$ cat src/rtl/glb_pkg.sv
// Shared definitions for the systolic-array result writeback path.
package glb_pkg;

  typedef enum logic [1:0] {
    StIdle,
    StRun,
    StDone
  } wb_state_e;

  localparam int unsigned PE_SIZE_DEF        = 14;
  localparam int unsigned DATA_WIDTH_DEF     = 8;
  localparam int unsigned MEM_DATA_WIDTH_DEF = PE_SIZE_DEF * DATA_WIDTH_DEF;

endpackage

$ cat src/rtl/sa_result_writeback_if.sv
// Array-result input and output-memory write port of the writeback collector.
interface sa_result_writeback_if #(
    parameter int unsigned PE_SIZE        = 14,
    parameter int unsigned DATA_WIDTH     = 8,
    parameter int unsigned MEM_ADDR_WIDTH = 11
);
    localparam int unsigned MEM_DATA_WIDTH = PE_SIZE * DATA_WIDTH;

    logic                          en;
    logic [MEM_ADDR_WIDTH-1:0]     base_addr_i;
    logic [PE_SIZE*DATA_WIDTH-1:0] sa_data_i;
    logic [PE_SIZE-1:0]            sa_valid_i;
    logic                          mem_ce0_o;
    logic                          mem_we0_o;
    logic [MEM_ADDR_WIDTH-1:0]     mem_addr0_o;
    logic [MEM_DATA_WIDTH-1:0]     mem_d0_o;
    logic                          busy_o;
    logic                          done_o;
    logic                          overflow_o;

    modport slave (
        input  en, base_addr_i, sa_data_i, sa_valid_i,
        output mem_ce0_o, mem_we0_o, mem_addr0_o, mem_d0_o, busy_o, done_o, overflow_o
    );

    modport master (
        output en, base_addr_i, sa_data_i, sa_valid_i,
        input  mem_ce0_o, mem_we0_o, mem_addr0_o, mem_d0_o, busy_o, done_o, overflow_o
    );
endinterface

$ cat src/rtl/wb_col_fifo.sv
// Show-ahead per-column deskew FIFO; head data is valid combinationally when not empty.
module wb_col_fifo #(
    parameter int unsigned DATA_WIDTH = 8,
    parameter int unsigned DEPTH      = 16
) (
    input  logic                  clk,
    input  logic                  rst,
    input  logic                  flush,
    input  logic                  push,
    input  logic                  pop,
    input  logic [DATA_WIDTH-1:0] din,
    output logic [DATA_WIDTH-1:0] dout,
    output logic                  full,
    output logic                  empty
);
    localparam int unsigned PTR_W = (DEPTH > 1) ? $clog2(DEPTH) : 1;
    localparam int unsigned CNT_W = $clog2(DEPTH + 1);

    logic [DATA_WIDTH-1:0] mem_q [DEPTH];
    logic [PTR_W-1:0]      wr_ptr_q, rd_ptr_q;
    logic [CNT_W-1:0]      cnt_q;
    logic                  push_ok, pop_ok;

    function automatic logic [PTR_W-1:0] ptr_inc(input logic [PTR_W-1:0] p);
        return (p == PTR_W'(DEPTH - 1)) ? '0 : p + PTR_W'(1);
    endfunction

    assign full    = (cnt_q == CNT_W'(DEPTH));
    assign empty   = (cnt_q == '0);
    // A full FIFO can still take a push when it pops in the same cycle.
    assign push_ok = push && (!full || pop);
    assign pop_ok  = pop && !empty;
    assign dout    = mem_q[rd_ptr_q];

    always_ff @(posedge clk or posedge rst) begin
        if (rst) begin
            wr_ptr_q <= '0;
            rd_ptr_q <= '0;
            cnt_q    <= '0;
        end else if (flush) begin
            wr_ptr_q <= '0;
            rd_ptr_q <= '0;
            cnt_q    <= '0;
        end else begin
            if (push_ok) wr_ptr_q <= ptr_inc(wr_ptr_q);
            if (pop_ok)  rd_ptr_q <= ptr_inc(rd_ptr_q);
            cnt_q <= cnt_q + CNT_W'(push_ok) - CNT_W'(pop_ok);
        end
    end

    always_ff @(posedge clk) begin
        if (push_ok && !flush) mem_q[wr_ptr_q] <= din;
    end
endmodule

$ cat src/rtl/sa_result_writeback.sv
// Deskews per-column array results and writes each complete row as one memory word.
module sa_result_writeback
    import glb_pkg::*;
#(
    parameter int unsigned PE_SIZE        = PE_SIZE_DEF,
    parameter int unsigned DATA_WIDTH     = DATA_WIDTH_DEF,
    parameter int unsigned FIFO_DEPTH     = 16,
    parameter int unsigned MEM_ADDR_WIDTH = 11,
    parameter int unsigned MEM_DATA_WIDTH = PE_SIZE * DATA_WIDTH,
    parameter int unsigned OUT_ROW_NUM    = 64
) (
    input logic                  clk,
    input logic                  rst,
    sa_result_writeback_if.slave bus
);
    localparam int unsigned CNT_W = $clog2(OUT_ROW_NUM + 1);

    wb_state_e                 state_q, state_d;
    logic [CNT_W-1:0]          row_cnt_q;
    logic [MEM_ADDR_WIDTH-1:0] base_q, addr_q;
    logic [MEM_DATA_WIDTH-1:0] data_q, head;
    logic                      we_q, overflow_q;
    logic                      start, pop_all;
    logic [PE_SIZE-1:0]        push, full, empty;

    for (genvar c = 0; c < PE_SIZE; c++) begin : g_col
        wb_col_fifo #(
            .DATA_WIDTH(DATA_WIDTH),
            .DEPTH     (FIFO_DEPTH)
        ) u_fifo (
            .clk  (clk),
            .rst  (rst),
            .flush(start),
            .push (push[c]),
            .pop  (pop_all),
            .din  (bus.sa_data_i[c*DATA_WIDTH +: DATA_WIDTH]),
            .dout (head[c*DATA_WIDTH +: DATA_WIDTH]),
            .full (full[c]),
            .empty(empty[c])
        );
    end

    always_ff @(posedge clk or posedge rst) begin
        if (rst) state_q <= StIdle;
        else     state_q <= state_d;
    end

    always_comb begin
        state_d = state_q;
        unique case (state_q)
            StIdle:  if (bus.en) state_d = StRun;
            StRun:   if (row_cnt_q == CNT_W'(OUT_ROW_NUM)) state_d = StDone;
            StDone:  state_d = StIdle;
            default: state_d = StIdle;
        endcase
    end

    always_comb begin
        start       = (state_q == StIdle) && bus.en;
        push        = (state_q == StRun) ? bus.sa_valid_i : '0;
        pop_all     = (state_q == StRun) && (&(~empty)) && (row_cnt_q < CNT_W'(OUT_ROW_NUM));
        bus.busy_o  = (state_q != StIdle);
        bus.done_o  = (state_q == StDone);
        bus.mem_we0_o   = we_q;
        bus.mem_ce0_o   = we_q;
        bus.mem_addr0_o = addr_q;
        bus.mem_d0_o    = data_q;
        bus.overflow_o  = overflow_q;
    end

    always_ff @(posedge clk or posedge rst) begin
        if (rst) begin
            row_cnt_q  <= '0;
            base_q     <= '0;
            addr_q     <= '0;
            data_q     <= '0;
            we_q       <= 1'b0;
            overflow_q <= 1'b0;
        end else begin
            we_q <= pop_all;
            if (start) begin
                base_q     <= bus.base_addr_i;
                row_cnt_q  <= '0;
                overflow_q <= 1'b0;
            end
            if (pop_all) begin
                data_q    <= head;
                addr_q    <= base_q + MEM_ADDR_WIDTH'(row_cnt_q);
                row_cnt_q <= row_cnt_q + CNT_W'(1);
            end
            // Dropped push: the column was full and did not pop this cycle.
            if (|(push & full & ~{PE_SIZE{pop_all}})) overflow_q <= 1'b1;
        end
    end
endmodule

$ cat src/flat_wrapper.sv
// flat-port wrapper written by rule: the top's interface ports become plain ports
module sa_result_writeback_flat import glb_pkg::*;
#(
    parameter int unsigned PE_SIZE        = PE_SIZE_DEF,
    parameter int unsigned DATA_WIDTH     = DATA_WIDTH_DEF,
    parameter int unsigned FIFO_DEPTH     = 16,
    parameter int unsigned MEM_ADDR_WIDTH = 11,
    parameter int unsigned MEM_DATA_WIDTH = PE_SIZE * DATA_WIDTH,
    parameter int unsigned OUT_ROW_NUM    = 64
)
  (clk, rst, bus_en, bus_base_addr_i, bus_sa_data_i, bus_sa_valid_i, bus_mem_ce0_o, bus_mem_we0_o, bus_mem_addr0_o, bus_mem_d0_o, bus_busy_o, bus_done_o, bus_overflow_o);
  sa_result_writeback_if #(.PE_SIZE(PE_SIZE), .DATA_WIDTH(DATA_WIDTH), .MEM_ADDR_WIDTH(MEM_ADDR_WIDTH)) bus_i ();
  input logic clk;
  input logic rst;
  input wire logic [$bits(bus_i.en)-1:0] bus_en;
  input wire logic [$bits(bus_i.base_addr_i)-1:0] bus_base_addr_i;
  input wire logic [$bits(bus_i.sa_data_i)-1:0] bus_sa_data_i;
  input wire logic [$bits(bus_i.sa_valid_i)-1:0] bus_sa_valid_i;
  output wire logic [$bits(bus_i.mem_ce0_o)-1:0] bus_mem_ce0_o;
  output wire logic [$bits(bus_i.mem_we0_o)-1:0] bus_mem_we0_o;
  output wire logic [$bits(bus_i.mem_addr0_o)-1:0] bus_mem_addr0_o;
  output wire logic [$bits(bus_i.mem_d0_o)-1:0] bus_mem_d0_o;
  output wire logic [$bits(bus_i.busy_o)-1:0] bus_busy_o;
  output wire logic [$bits(bus_i.done_o)-1:0] bus_done_o;
  output wire logic [$bits(bus_i.overflow_o)-1:0] bus_overflow_o;
  assign bus_i.en = bus_en;
  assign bus_i.base_addr_i = bus_base_addr_i;
  assign bus_i.sa_data_i = bus_sa_data_i;
  assign bus_i.sa_valid_i = bus_sa_valid_i;
  assign bus_mem_ce0_o = bus_i.mem_ce0_o;
  assign bus_mem_we0_o = bus_i.mem_we0_o;
  assign bus_mem_addr0_o = bus_i.mem_addr0_o;
  assign bus_mem_d0_o = bus_i.mem_d0_o;
  assign bus_busy_o = bus_i.busy_o;
  assign bus_done_o = bus_i.done_o;
  assign bus_overflow_o = bus_i.overflow_o;
  sa_result_writeback #(.PE_SIZE(PE_SIZE), .DATA_WIDTH(DATA_WIDTH), .FIFO_DEPTH(FIFO_DEPTH), .MEM_ADDR_WIDTH(MEM_ADDR_WIDTH), .MEM_DATA_WIDTH(MEM_DATA_WIDTH), .OUT_ROW_NUM(OUT_ROW_NUM)) u_core (.clk(clk), .rst(rst), .bus(bus_i));
endmodule
$ cat config.mk
export PLATFORM = sky130hd
export DESIGN_NAME = sa_result_writeback_flat
export DESIGN_NICKNAME = d
export VERILOG_FILES = /design/src/rtl/glb_pkg.sv /design/src/rtl/sa_result_writeback_if.sv /design/src/rtl/wb_col_fifo.sv /design/src/rtl/sa_result_writeback.sv /design/src/flat_wrapper.sv
export SDC_FILE = /design/constraint.sdc
export NUM_CORES = 2
export LEC_CHECK = 0
export BUFFER_PORTS_ARGS = -buffer_cell sky130_fd_sc_hd__buf_2
export CAP_MARGIN = 20
export CORE_ASPECT_RATIO = 1.1
export CORE_MARGIN = 2
export CORE_UTILIZATION = 55
export DETAILED_ROUTE_END_ITERATION = 12
export PLACE_DENSITY = 0.79
export SLEW_MARGIN = 15
export SYNTH_ARGS = -nofsm -noshare
export SYNTH_HDL_FRONTEND = slang
export SYNTH_SLANG_ARGS = --single-unit
$ cat constraint.sdc
create_clock -name clk -period 31.7 [get_ports clk]
set_clock_uncertainty 0.1 [all_clocks]
set_input_delay 6.34 -clock clk [delete_from_list [all_inputs] [get_ports clk]]
set_output_delay 6.34 -clock clk [all_outputs]
set_load 0.05 [all_outputs]
==> metrics.txt <==
outcome finished clean; Num CTS Buffers 203; Seq/Total Area, Yosys 71.7%; number of fillers in the final layout 10548; Synth top area share 62.2%; WP data arrival 9.20 ns; WHS Path Cells 2; Die Span Y 420 um; Port Buffers 267; Core Rows 152; total track usage 23.7%; Synth area leader edfxtp_1; CP endpoint kind register; grt total ovfl 0; post-CTS resize count 0; Max-cap violations 0; 1st-pass router iterations 5; area of the core 156000 um2; Synth cell types 64; htree depth 4; Worst slew margin 28.3%; hold endpoint u_core.bus.overflow_o; CP Launch Type input port; Design Power 0.00973 W; Synth area leaders edfxtp_1, mux4_2, dfrtp_1; R2R Setup Slk 26.37 ns; post-synthesis net count 5101; RSZ-0062 raised after global routing no; Starting Density 55.4%; Via Count 44649; worst hold margin 0.362 ns; Routed WL 188000 um; Max Clock Freq 117 MHz; min-delay src u_core.bus.overflow_o; ANT nets after route 0; r2r endpoint u_core.g_col[4].u_fifo.cnt_q[4]; share of layout cells above drive strength 1 25.2%; Post-CTS Hold Buffers 0; Remaining DRCs 0; Final Max Slew Viols 0; Leak Pwr 34.3 nW; routed len/inst 25.5 um; most frequent cells in the layout edfxtp_1, mux4_2, nand2_1; flops & latches, synth 2119; Pwr per Cell Area 99.9 nW/um2; Clock Latency Late Sink 0.86 ns; vias in the first global route 45741; hpwl dp 118000 um; fin util 62.4%; worst slew pin tran 1.08 ns; Final Cycle Share 26.9%; final setup fails 0; vias per cell 6.05; placed cells 6970; Post-Layout Cell Count 7377; largest net degree at the start of global routing 119; Final Hold Viols 0; Mapped Cells 4783; postcts setup bufs 0; clock tree buffer depth 3; Die X 382 um; Critical Path RT 32.36 ns; Critical R2R Launch u_core.g_col[7].u_fifo.cnt_q[3]; GP Congestion 0.805; dominant register cell in the synthesized netlist edfxtp_1; synth warn 0; P&R area growth vs syn 12.6%; syn_area_per_cell 18.1 um2; Layout Nets 5425; worst reg-to-reg path cell count 20; Crit Path Category in2reg; Synth Cell Area 86500 um2; Sink Count 2119; initial antenna violation count 26; Starting DRT DRC Count 4461; commonest non-fill, non-tap cell in the layout edfxtp_1; Tmin final 8.54 ns; VDD IR-drop max 0.158 mV; final total negative setup slack 0 ns; global-route wire length before repair 286000 um; FFs w/ async S/R, synth 15.4%; TritonCTS clock tree built; largest fanout on the critical path 19; num ports 268; clock-pin slew on the worst setup and hold paths 0.06 ns; Hold Path Class reg2reg; die area 160000 um2; number of flops mapped to enable cells by yosys 1792; root buffer cell clkbuf_16
## cells in the mapped netlist, types with 54 or more instances
cell / instances
a21oi_1: 133
and3_1: 100
clkbuf_1: 200
dfrtp_1: 327
edfxtp_1: 1792
ha_1: 163
inv_1: 195
mux4_2: 560
nand2_1: 523
nand3_1: 68
nor2_1: 144
nor3_1: 54
## metrics by stage
| step | setup WS (ns) | instance area [um2] |
|---|---|---|
| 6_report | 23.16 | 97400 |
| 5_1_grt | 22.94 | 97300 |
| 4_1_cts | 23.29 | 97200 |
| 3_5_place_dp | 22.37 | 90400 |
| 3_3_place_gp | 22.41 | 90300 |
| 2_1_floorplan | 16.21 | 86500 |
## kinds of logic after synthesis
| group | Yosys count | share of synthesized area (%) |
|---|---|---|
| DFF | 2119 | 71.7 |
| and+or+nand+nor | 1093 | 6.08 |
| muxes | 580 | 14.8 |
| buffers and inverters | 459 | 2.03 |
| AOI/OAI and AO/OA | 290 | 1.99 |
| adders and majority gates | 178 | 2.71 |
| xor gates and xnor gates | 64 | 0.648 |
## power breakdown
group	total [W]	switching (W)	internal, W	leakage [nW]
clock	0.00245	0.00105	0.00140	3.29
sequential	0.00379	0.000327	0.00346	20.2
combinational	0.00349	0.00210	0.00139	10.9
## sequential cells by signal, indices dropped and copies added, names as in the netlist
signal                        cells
u_core.state_q                    2
u_core.bus.overflow_o             1
u_core.g_col.u_fifo.wr_ptr_q     56
u_core.base_q                    11
u_core.g_col.u_fifo.mem_q      1792
u_core.bus.mem_addr0_o           11
u_core.bus.mem_d0_o             112
u_core.g_col.u_fifo.cnt_q        70
u_core.bus.mem_ce0_o              1
u_core.g_col.u_fifo.rd_ptr_q     56
u_core.row_cnt_q                  7
## worst max-delay path, cell delays in order
cell and delay (ns):
buf_2 0.26, nand2_1 0.18, nor2_1 0.68, inv_1 0.16, ha_1 0.32, inv_1 0.04, ha_1 0.18, inv_1 0.08
fa_1 0.21, inv_1 0.05, a21oi_1 0.14, nor2_1 0.07, or3_1 0.34, a21oi_1 0.14
## final cells by class
type	count	area (um2)	share of cell area [%]
sequential	2119	62000	63.7
multi-input combinational	2205	23000	23.6
clock buffer	270	5500	5.65
tap	2079	2600	2.67
timing repair buffer	380	2160	2.22
clock inverter	113	1280	1.32
inverter	198	758	0.779
antenna	13	32.5	0.0334
## per-layer routing
metal  share of wire [%]  vias up  global-route usage (%)
li1                    -    19382                       -
met1                  40    23301                    32.4
met2                  51     1651                    39.4
met3                 6.9      299                    4.69
met4                 2.2       16                    6.55
met5               0.049        -                       0
## worst max path at each step
stage / from / endpoint
floorplan: rst / u_core.base_q[0]
global placement: bus_sa_valid_i[7] / u_core.g_col[7].u_fifo.cnt_q[4]
detailed placement: bus_sa_valid_i[7] / u_core.g_col[7].u_fifo.cnt_q[4]
CTS: bus_sa_valid_i[7] / u_core.g_col[7].u_fifo.cnt_q[4]
global route: bus_sa_valid_i[7] / u_core.g_col[7].u_fifo.cnt_q[4]
finish: bus_sa_valid_i[7] / u_core.g_col[7].u_fifo.cnt_q[4]
(Power assumes the default switching activity.)
